## config.mk

```make
export PLATFORM = sky130hd
export DESIGN_NAME = score_ctrl
export DESIGN_NICKNAME = d
export VERILOG_FILES = /design/src/rtl/score_pkg.sv /design/src/rtl/score_ctrl_btn_debounce.sv /design/src/rtl/score_ctrl.sv
export SDC_FILE = /design/constraint.sdc
export NUM_CORES = 1
export LEC_CHECK = 0
export CORE_MARGIN = 10
export CORE_UTILIZATION = 55
export CTS_BUF_LIST = sky130_fd_sc_hd__clkbuf_2 sky130_fd_sc_hd__clkbuf_4 sky130_fd_sc_hd__clkbuf_8
export DETAILED_ROUTE_END_ITERATION = 10
export GPL_ROUTABILITY_DRIVEN = 0
export PLACE_DENSITY = 0.85
export REMOVE_ABC_BUFFERS = 1
export SYNTH_ARGS = -nofsm -noshare
export SYNTH_HDL_FRONTEND = slang
export SYNTH_SLANG_ARGS = --single-unit
```

## constraint.sdc

```tcl
create_clock -name clk_i -period 3.23 [get_ports clk_i]
set_clock_uncertainty 0.2 [all_clocks]
set_input_delay 0.646 -clock clk_i [delete_from_list [all_inputs] [get_ports clk_i]]
set_output_delay 0.646 -clock clk_i [all_outputs]
set_load 0.03 [all_outputs]
```

## src/rtl/score_pkg.sv

```systemverilog
// Shared types and helpers for the scoreboard controller: FSM states, default
// score limit and the timer-width function.
package score_pkg;

    typedef enum logic [2:0] {
        IDLE,
        UP_HI,
        DN_HI,
        CLR,
        GAP
    } state_t;

    localparam int MAX_VAL_DEF = 99;

    // Bits needed to hold values 0..n-1, never less than one.
    function automatic int clog2(input int n);
        int r;
        r = 1;
        for (int i = 1; i < 31; i++) begin
            if ((1 << i) < n) r = i + 1;
        end
        return r;
    endfunction

endpackage

```

## src/rtl/score_ctrl_btn_debounce.sv

```systemverilog
// One push-button input path: 2-FF synchronizer, stability-count debouncer and
// a one-cycle pulse on each rising edge of the debounced level.
module btn_debounce
    import score_pkg::*;
#(
    parameter int DEB_CYCLES = 4
) (
    input  logic clk,
    input  logic rst,
    input  logic btn,
    output logic rise
);

    localparam int CW = clog2(DEB_CYCLES + 1);

    logic          sync_p0;
    logic          sync_p1;
    logic          level;
    logic          level_d;
    logic [CW-1:0] cnt;

    // Synchronizer stages
    always_ff @(posedge clk or posedge rst) begin
        if (rst) begin
            sync_p0 <= 1'b0;
            sync_p1 <= 1'b0;
        end else begin
            sync_p0 <= btn;
            sync_p1 <= sync_p0;
        end
    end

    // Debounce: the level only follows after DEB_CYCLES consecutive mismatches
    always_ff @(posedge clk or posedge rst) begin
        if (rst) begin
            cnt     <= '0;
            level   <= 1'b0;
            level_d <= 1'b0;
        end else begin
            level_d <= level;
            if (sync_p1 == level) begin
                cnt <= '0;
            end else if (cnt == CW'(DEB_CYCLES - 1)) begin
                level <= sync_p1;
                cnt   <= '0;
            end else begin
                cnt <= cnt + 1'b1;
            end
        end
    end

    assign rise = level & ~level_d;

endmodule

```

## src/rtl/score_ctrl.sv

```systemverilog
// Scoreboard counter sequencer: debounced buttons set pending requests, and a
// small FSM turns them into spaced, limit-checked up/down/reset strobes.
module score_ctrl
    import score_pkg::*;
#(
    parameter int BW           = 7,
    parameter int MAX_VAL      = MAX_VAL_DEF,
    parameter int DEB_CYCLES   = 4,
    parameter int PULSE_CYCLES = 2,
    parameter int GAP_CYCLES   = 2
) (
    input  logic          clk_i,
    input  logic          rst_i,
    input  logic          btn_up_i,
    input  logic          btn_down_i,
    input  logic          btn_clr_i,
    output logic          cnt_up_o,
    output logic          cnt_down_o,
    output logic          cnt_rst_o,
    output logic          busy_o,
    output logic          sat_o,
    output logic [BW-1:0] score_o
);

    localparam int TMAX = (PULSE_CYCLES > GAP_CYCLES) ? PULSE_CYCLES : GAP_CYCLES;
    localparam int TW   = clog2(TMAX + 1);

    state_t        state;
    state_t        state_nxt;
    logic [TW-1:0] timer;
    logic [TW-1:0] timer_nxt;
    logic [BW-1:0] score;
    logic [BW-1:0] score_nxt;
    logic          rise_up;
    logic          rise_dn;
    logic          rise_clr;
    logic          pend_up;
    logic          pend_dn;
    logic          pend_clr;
    logic          take_up;
    logic          take_dn;
    logic          take_all;
    logic          sat_nxt;

    btn_debounce #(.DEB_CYCLES(DEB_CYCLES)) u_deb_up (
        .clk  (clk_i),
        .rst  (rst_i),
        .btn  (btn_up_i),
        .rise (rise_up)
    );

    btn_debounce #(.DEB_CYCLES(DEB_CYCLES)) u_deb_dn (
        .clk  (clk_i),
        .rst  (rst_i),
        .btn  (btn_down_i),
        .rise (rise_dn)
    );

    btn_debounce #(.DEB_CYCLES(DEB_CYCLES)) u_deb_clr (
        .clk  (clk_i),
        .rst  (rst_i),
        .btn  (btn_clr_i),
        .rise (rise_clr)
    );

    // Pending flags: a new edge wins over a same-cycle consume
    always_ff @(posedge clk_i or posedge rst_i) begin
        if (rst_i) begin
            pend_up  <= 1'b0;
            pend_dn  <= 1'b0;
            pend_clr <= 1'b0;
        end else begin
            pend_up  <= (pend_up  & ~(take_up | take_all)) | rise_up;
            pend_dn  <= (pend_dn  & ~(take_dn | take_all)) | rise_dn;
            pend_clr <= (pend_clr & ~take_all)             | rise_clr;
        end
    end

    always_comb begin
        state_nxt = state;
        timer_nxt = timer;
        score_nxt = score;
        take_up   = 1'b0;
        take_dn   = 1'b0;
        take_all  = 1'b0;
        sat_nxt   = 1'b0;
        case (state)
            IDLE: begin
                timer_nxt = '0;
                if (pend_clr) begin
                    state_nxt = CLR;
                    score_nxt = '0;
                    take_all  = 1'b1;
                end else if (pend_up && pend_dn) begin
                    take_up = 1'b1;
                    take_dn = 1'b1;
                end else if (pend_up) begin
                    take_up = 1'b1;
                    if (score < BW'(MAX_VAL)) begin
                        state_nxt = UP_HI;
                        score_nxt = score + 1'b1;
                    end else begin
                        sat_nxt = 1'b1;
                    end
                end else if (pend_dn) begin
                    take_dn = 1'b1;
                    if (score != '0) begin
                        state_nxt = DN_HI;
                        score_nxt = score - 1'b1;
                    end else begin
                        sat_nxt = 1'b1;
                    end
                end
            end
            UP_HI, DN_HI, CLR: begin
                if (timer == TW'(PULSE_CYCLES - 1)) begin
                    state_nxt = GAP;
                    timer_nxt = '0;
                end else begin
                    timer_nxt = timer + 1'b1;
                end
            end
            GAP: begin
                if (timer == TW'(GAP_CYCLES - 1)) begin
                    state_nxt = IDLE;
                    timer_nxt = '0;
                end else begin
                    timer_nxt = timer + 1'b1;
                end
            end
            default: begin
                state_nxt = IDLE;
                timer_nxt = '0;
            end
        endcase
    end

    // Strobes are decoded from the next state so they are glitch-free flops
    always_ff @(posedge clk_i or posedge rst_i) begin
        if (rst_i) begin
            state      <= IDLE;
            timer      <= '0;
            score      <= '0;
            cnt_up_o   <= 1'b0;
            cnt_down_o <= 1'b0;
            busy_o     <= 1'b0;
            sat_o      <= 1'b0;
        end else begin
            state      <= state_nxt;
            timer      <= timer_nxt;
            score      <= score_nxt;
            cnt_up_o   <= (state_nxt == UP_HI);
            cnt_down_o <= (state_nxt == DN_HI);
            busy_o     <= (state_nxt != IDLE);
            sat_o      <= sat_nxt;
        end
    end

    assign cnt_rst_o = rst_i | (state == CLR);
    assign score_o   = score;

endmodule

```

=== Yosys cells after proc, flatten, opt, wreduce, memory -nomap -nowiden ===
Index checks and enable logic that the tools add are counted.

* Logic and storage cells: 121
* Output and inout bits: 12
* Register bits after elaboration: 40
* Input bits: 5

* Muxes and demuxes: 41
* Magnitude comparators: 1
* Add/subtract/negate cells: 6
* Equality and inequality tests: 15
* Bitwise logic cells: 21
* Reduce and logical (&&, ||, !) cells: 12

{| class="wikitable"
|+ Operators with widths
! operator !! number
|-
| 3-bit 2-to-1 mux || 14
|-
| 7-bit 2-to-1 mux || 6
|-
| 3-bit by 2-bit equality test with 1-bit output (second input constant) || 6
|-
| 1-bit 2-to-1 mux || 18
|-
| 3-bit by 1-bit adder with 3-bit output (second input constant) || 3
|-
| 1-bit inverter || 9
|-
| 3-bit case mux with 3 select lines || 1
|-
| 3-bit nonzero test || 3
|-
| 7-bit by 1-bit adder with 7-bit output (second input constant) || 1
|-
| 7-bit < comparator (second input constant) || 1
|-
| 7-bit nonzero test || 1
|-
| 7-bit by 1-bit subtractor with 7-bit output (second input constant) || 1
|-
| 1-bit bitwise AND || 6
|-
| 3-bit by 1-bit equality test with 1-bit output (second input constant) || 2
|-
| 1-bit bitwise OR || 6
|-
| 2-bit AND reduction || 3
|-
| 5-bit AND reduction || 1
|-
| 2-bit 2-to-1 mux || 2
|-
| 4-bit OR reduction || 1
|-
| 1-bit equality test || 3
|-
| 3-bit equality test (second input constant) || 1
|-
| 3-bit logical NOT || 1
|-
| 3-bit by 1-bit inequality test with 1-bit output (second input constant) || 1
|-
| 3-bit OR reduction || 1
|-
| 4 further kinds || 4
|}

=== Logic depth before layout (Yosys ltp) ===
* Depth in word-level cells: 9
* Mapped depth: 7
* Mapped depth without buffers: 7

=== Modules after synthesis ===
From an unflattened synthesis, not the netlist that was laid out.

* Cell total of the unflattened synthesis: 164
* Area total of the unflattened synthesis: 1864.3 µm²

{| class="wikitable"
|+ By module, submodules not included
! module !! area each (µm²) !! times used !! cells an instance
|-
| score_ctrl || 1094.8 || 1 || 116
|-
| btn_debounce || 256.5 || 3 || 16
|}

=== Worst setup path after synthesis ===
No wires, ideal clock.

* Path kind: input -> output
* From: in rst_i
* To: out cnt_rst_o
* Data required time: 2384 ps
* Setup slack: 213 ps
* Arrival time: 2171 ps
* Stages on the path: 2
* Cell sequence: inv_1 -> o21ai_0

* Longest elaborated chain between the ends: 1

{| class="wikitable"
|+ Ends and longest elaborated chain
! element !! RTL line !! source
|-
| start: declaration || score_ctrl.sv:13 || <nowiki>input logic rst_i,</nowiki>
|-
| 1-bit bitwise OR || score_ctrl.sv:159 || <nowiki>assign cnt_rst_o = rst_i | (state == CLR);</nowiki>
|-
| end: declaration || score_ctrl.sv:19 || <nowiki>output logic cnt_rst_o,</nowiki>
|}

Every way passes these cells.

=== Worst setup path after layout ===
Ends and elaborated chain as after synthesis.

==> flow_metrics.env <==
export IMPL_status="complete, no violations"
export IMPL_holdWs_ns=0.1620
export IMPL_fmax_mhz=362.0
export IMPL_die_width_um=77.18
export IMPL_wire_per_inst_um=15.04
export IMPL_period_share=0.8552
export IMPL_period_minus_slack_ns=2.762
export IMPL_fp_dieH_um=77.18
export IMPL_required_ns=2.38
export IMPL_yosysTopAreaCell="dfrtp_1"
export IMPL_gr_total_overflow=0
export IMPL_cts_resized=0
export IMPL_r2r_end="score_o[6]"
export IMPL_synthArstFlopShare=1.000
export IMPL_syn2layout_area_growth_pct=15.66
export IMPL_dp_hpwl_um=2519
export IMPL_drc=0
export IMPL_setup_tns_ns=0
export IMPL_synth_cell_types=37
export IMPL_cts_sinks=40
export IMPL_max_vdd_ir_drop_v=0.0004596
export IMPL_final_setup_viol_count=0
export IMPL_synth_most_common_cell="dfrtp_1"
export IMPL_pin_count=17
export IMPL_core_rowCount=20
export IMPL_via_per_inst=5.634
export IMPL_ys_seq_area_frac=0.5567
export IMPL_hold_depth=0
export IMPL_synth_simple_gate_area_share=0.1802
export IMPL_synth_top_area_share=0.5567
export IMPL_worst_slew_pin_transition_ns=0.7650
export IMPL_cts_tree="yes"
export IMPL_port_buffers=16
export IMPL_ys_top_cells_by_count="40 x dfrtp_1, 20 x nand2_1, 15 x o21ai_0"
export IMPL_vias=1307
export IMPL_synth_area_mux_share=0
export IMPL_path_max_fanout=2
export IMPL_leakagePower_nw=0.9043
export IMPL_end_kind="output port"
export IMPL_ys_seq_elements=40
export IMPL_reg2regPathDepth=7
export IMPL_mappedNetlistArea_um2=1798
export IMPL_layout_nets=201
export IMPL_path_class="input pin to output port"
export IMPL_fillCellCount=243
export IMPL_synth_area_leaders="dfrtp_1 56%, ha_1 5.6%, nand2_1 4.2%"
export IMPL_cts_buffers=5
export IMPL_r2r_start="pend_up"
export IMPL_cts_root_buf="clkbuf_4"
export IMPL_clk_latency_ns=0.34
export IMPL_startpoint_type="input pin"
export IMPL_power_density_nw_per_um2=1042
export IMPL_dieArea_um2=5956
export IMPL_drtIter0Drc=117
export IMPL_min_from="u_deb_clr.sync_p0"
export IMPL_hold_viol=0
export IMPL_postCtsSetupBuffers=0
export IMPL_clkTransAtPathRegs_ns=0.11
export IMPL_synthXorXnorAreaFrac=0.02923
export IMPL_slew_viol_final=0
export IMPL_synth_cells=165
export IMPL_synth_compound_area_share=0.1420
export IMPL_first_global_vias=1410
export IMPL_synth_top_family_by_area="simple AND/OR/NAND/NOR gates"
export IMPL_start_util=0.5794
export IMPL_drive_above_1_share=0.09043
export IMPL_final_util=0.6702
export IMPL_htree_num_levels=2
export IMPL_core_um2=3103
export IMPL_yosysWarnings=0
export IMPL_antenna_found_initial=0
export IMPL_firstDrtPassIters=4
export IMPL_grt_max_degree=41
export IMPL_hp_class="flop to flop"
export IMPL_relSlewSlack=0.4861
export IMPL_synth_edf_count=0
export IMPL_cts_buffer_depth=2
export IMPL_maxCapViolations=0
export IMPL_routed_wl_um=3490
export IMPL_synth_ff_type="dfrtp_1"
export IMPL_min_to="u_deb_clr.sync_p1"
export IMPL_avgSynthCellArea_um2=10.90
export IMPL_arrival_ns=1.92
export IMPL_diodes=0
export IMPL_r2r_setup_slack_ns=0.98
export IMPL_postRouteAntennaNets=0
export IMPL_grt_setup_unrepaired="false"
export IMPL_cts_hold_buf=0
export IMPL_synth_fa_ha_area_frac=0.06681
export IMPL_grt_pass1_wl_um=6320
export IMPL_grt_total_usage=0.1265
-- through the flow --
step | instances | power (mW) | worst slack, ns | instance area [um2]
3_3_place_gp | 224 | 1.813 | 0.4419 | 2013
2_1_floorplan | 163 | 1.565 | 0.2131 | 1790
3_5_place_dp | 224 | 1.881 | 0.4478 | 2013
5_1_grt | 232 | 2.349 | 0.4147 | 2079
6_report | 232 | 2.166 | 0.4678 | 2079
4_1_cts | 232 | 2.165 | 0.4478 | 2079
-- flip-flops by register name (all words and copies together) (netlist names), 2 cells and up --
name,flops
timer,2
score_o,7
u_deb_dn.cnt,3
u_deb_up.cnt,3
state,3
u_deb_clr.cnt,3
-- critical path: stages --
cell and delay (ns):
clkdlybuf4s50_1 0.45, inv_1 0.06, o21ai_0 0.07, clkdlybuf4s50_1 0.70
-- kinds of logic (layout without fill, tap and decap cells) --
group	count (synthesis)	in the layout
simple gates	61	61
flops	40	40
compound gates	37	37
buf+inv	12	35
fa+ha+maj	9	9
xor+xnor	6	6
-- cell usage in the layout (no fill, tap or decap), types with 2 or more instances in the layout --
cell type | netlist | layout
nand2b_1 | 2 | 2
o211ai_1 | 2 | 2
ha_1 | 8 | 8
xnor2_1 | 3 | 3
o31ai_1 | 2 | 2
dfrtp_1 | 40 | 40
nor3_1 | 8 | 8
inv_1 | 9 | 9
o21a_1 | 2 | 2
nor2_1 | 7 | 7
clkdlybuf4s50_1 | 0 | 16
nand3_1 | 3 | 3
o22ai_1 | 2 | 2
xor2_1 | 3 | 3
nor3b_1 | 5 | 5
a21oi_1 | 5 | 5
nand2_1 | 20 | 20
nor2b_1 | 8 | 8
or3_1 | 2 | 2
clkbuf_4 | 0 | 6
o21ai_0 | 15 | 15
-- how the worst max path moves through the flow --
| stage | from | endpoint | depth (start not counted) |
|---|---|---|---|
| 4_1_cts | rst_i | cnt_rst_o | 4 |
| 2_1_floorplan | rst_i | cnt_rst_o | 2 |
| 3_5_place_dp | rst_i | cnt_rst_o | 4 |
| 5_1_grt | rst_i | cnt_rst_o | 4 |
| 3_3_place_gp | rst_i | cnt_rst_o | 4 |
| 6_report | rst_i | cnt_rst_o | 4 |
-- metal layers --
| metal | vias up | part of all wire | GRT usage |
|---|---|---|---|
| met4 | 0 | 0.017 | 0.05839 |
| li1 | 626 | - | - |
| met3 | 7 | 0.063 | 0.03963 |
| met5 | - | 0 | 0 |
| met1 | 638 | 0.42 | 0.1384 |
| met2 | 36 | 0.50 | 0.2174 |
-- area by class of cell --
class,instances,area [um2],share of cell area
inverter,10,37.54,0.01805
clock inverter,1,7.507,0.003610
multi-input combinational,113,752.0,0.3616
tap,44,55.05,0.02647
clock buffer,7,58.81,0.02828
sequential,40,1001,0.4813
timing repair buffer,17,167.7,0.08063
-- where the power goes --
group / switching [mW] / internal, mW
logic: 0.613 / 0.433
registers: 0.177 / 0.665
clock network: 0.163 / 0.115
total: 0.953 / 1.21
Power figures use the tool's default switching activity.
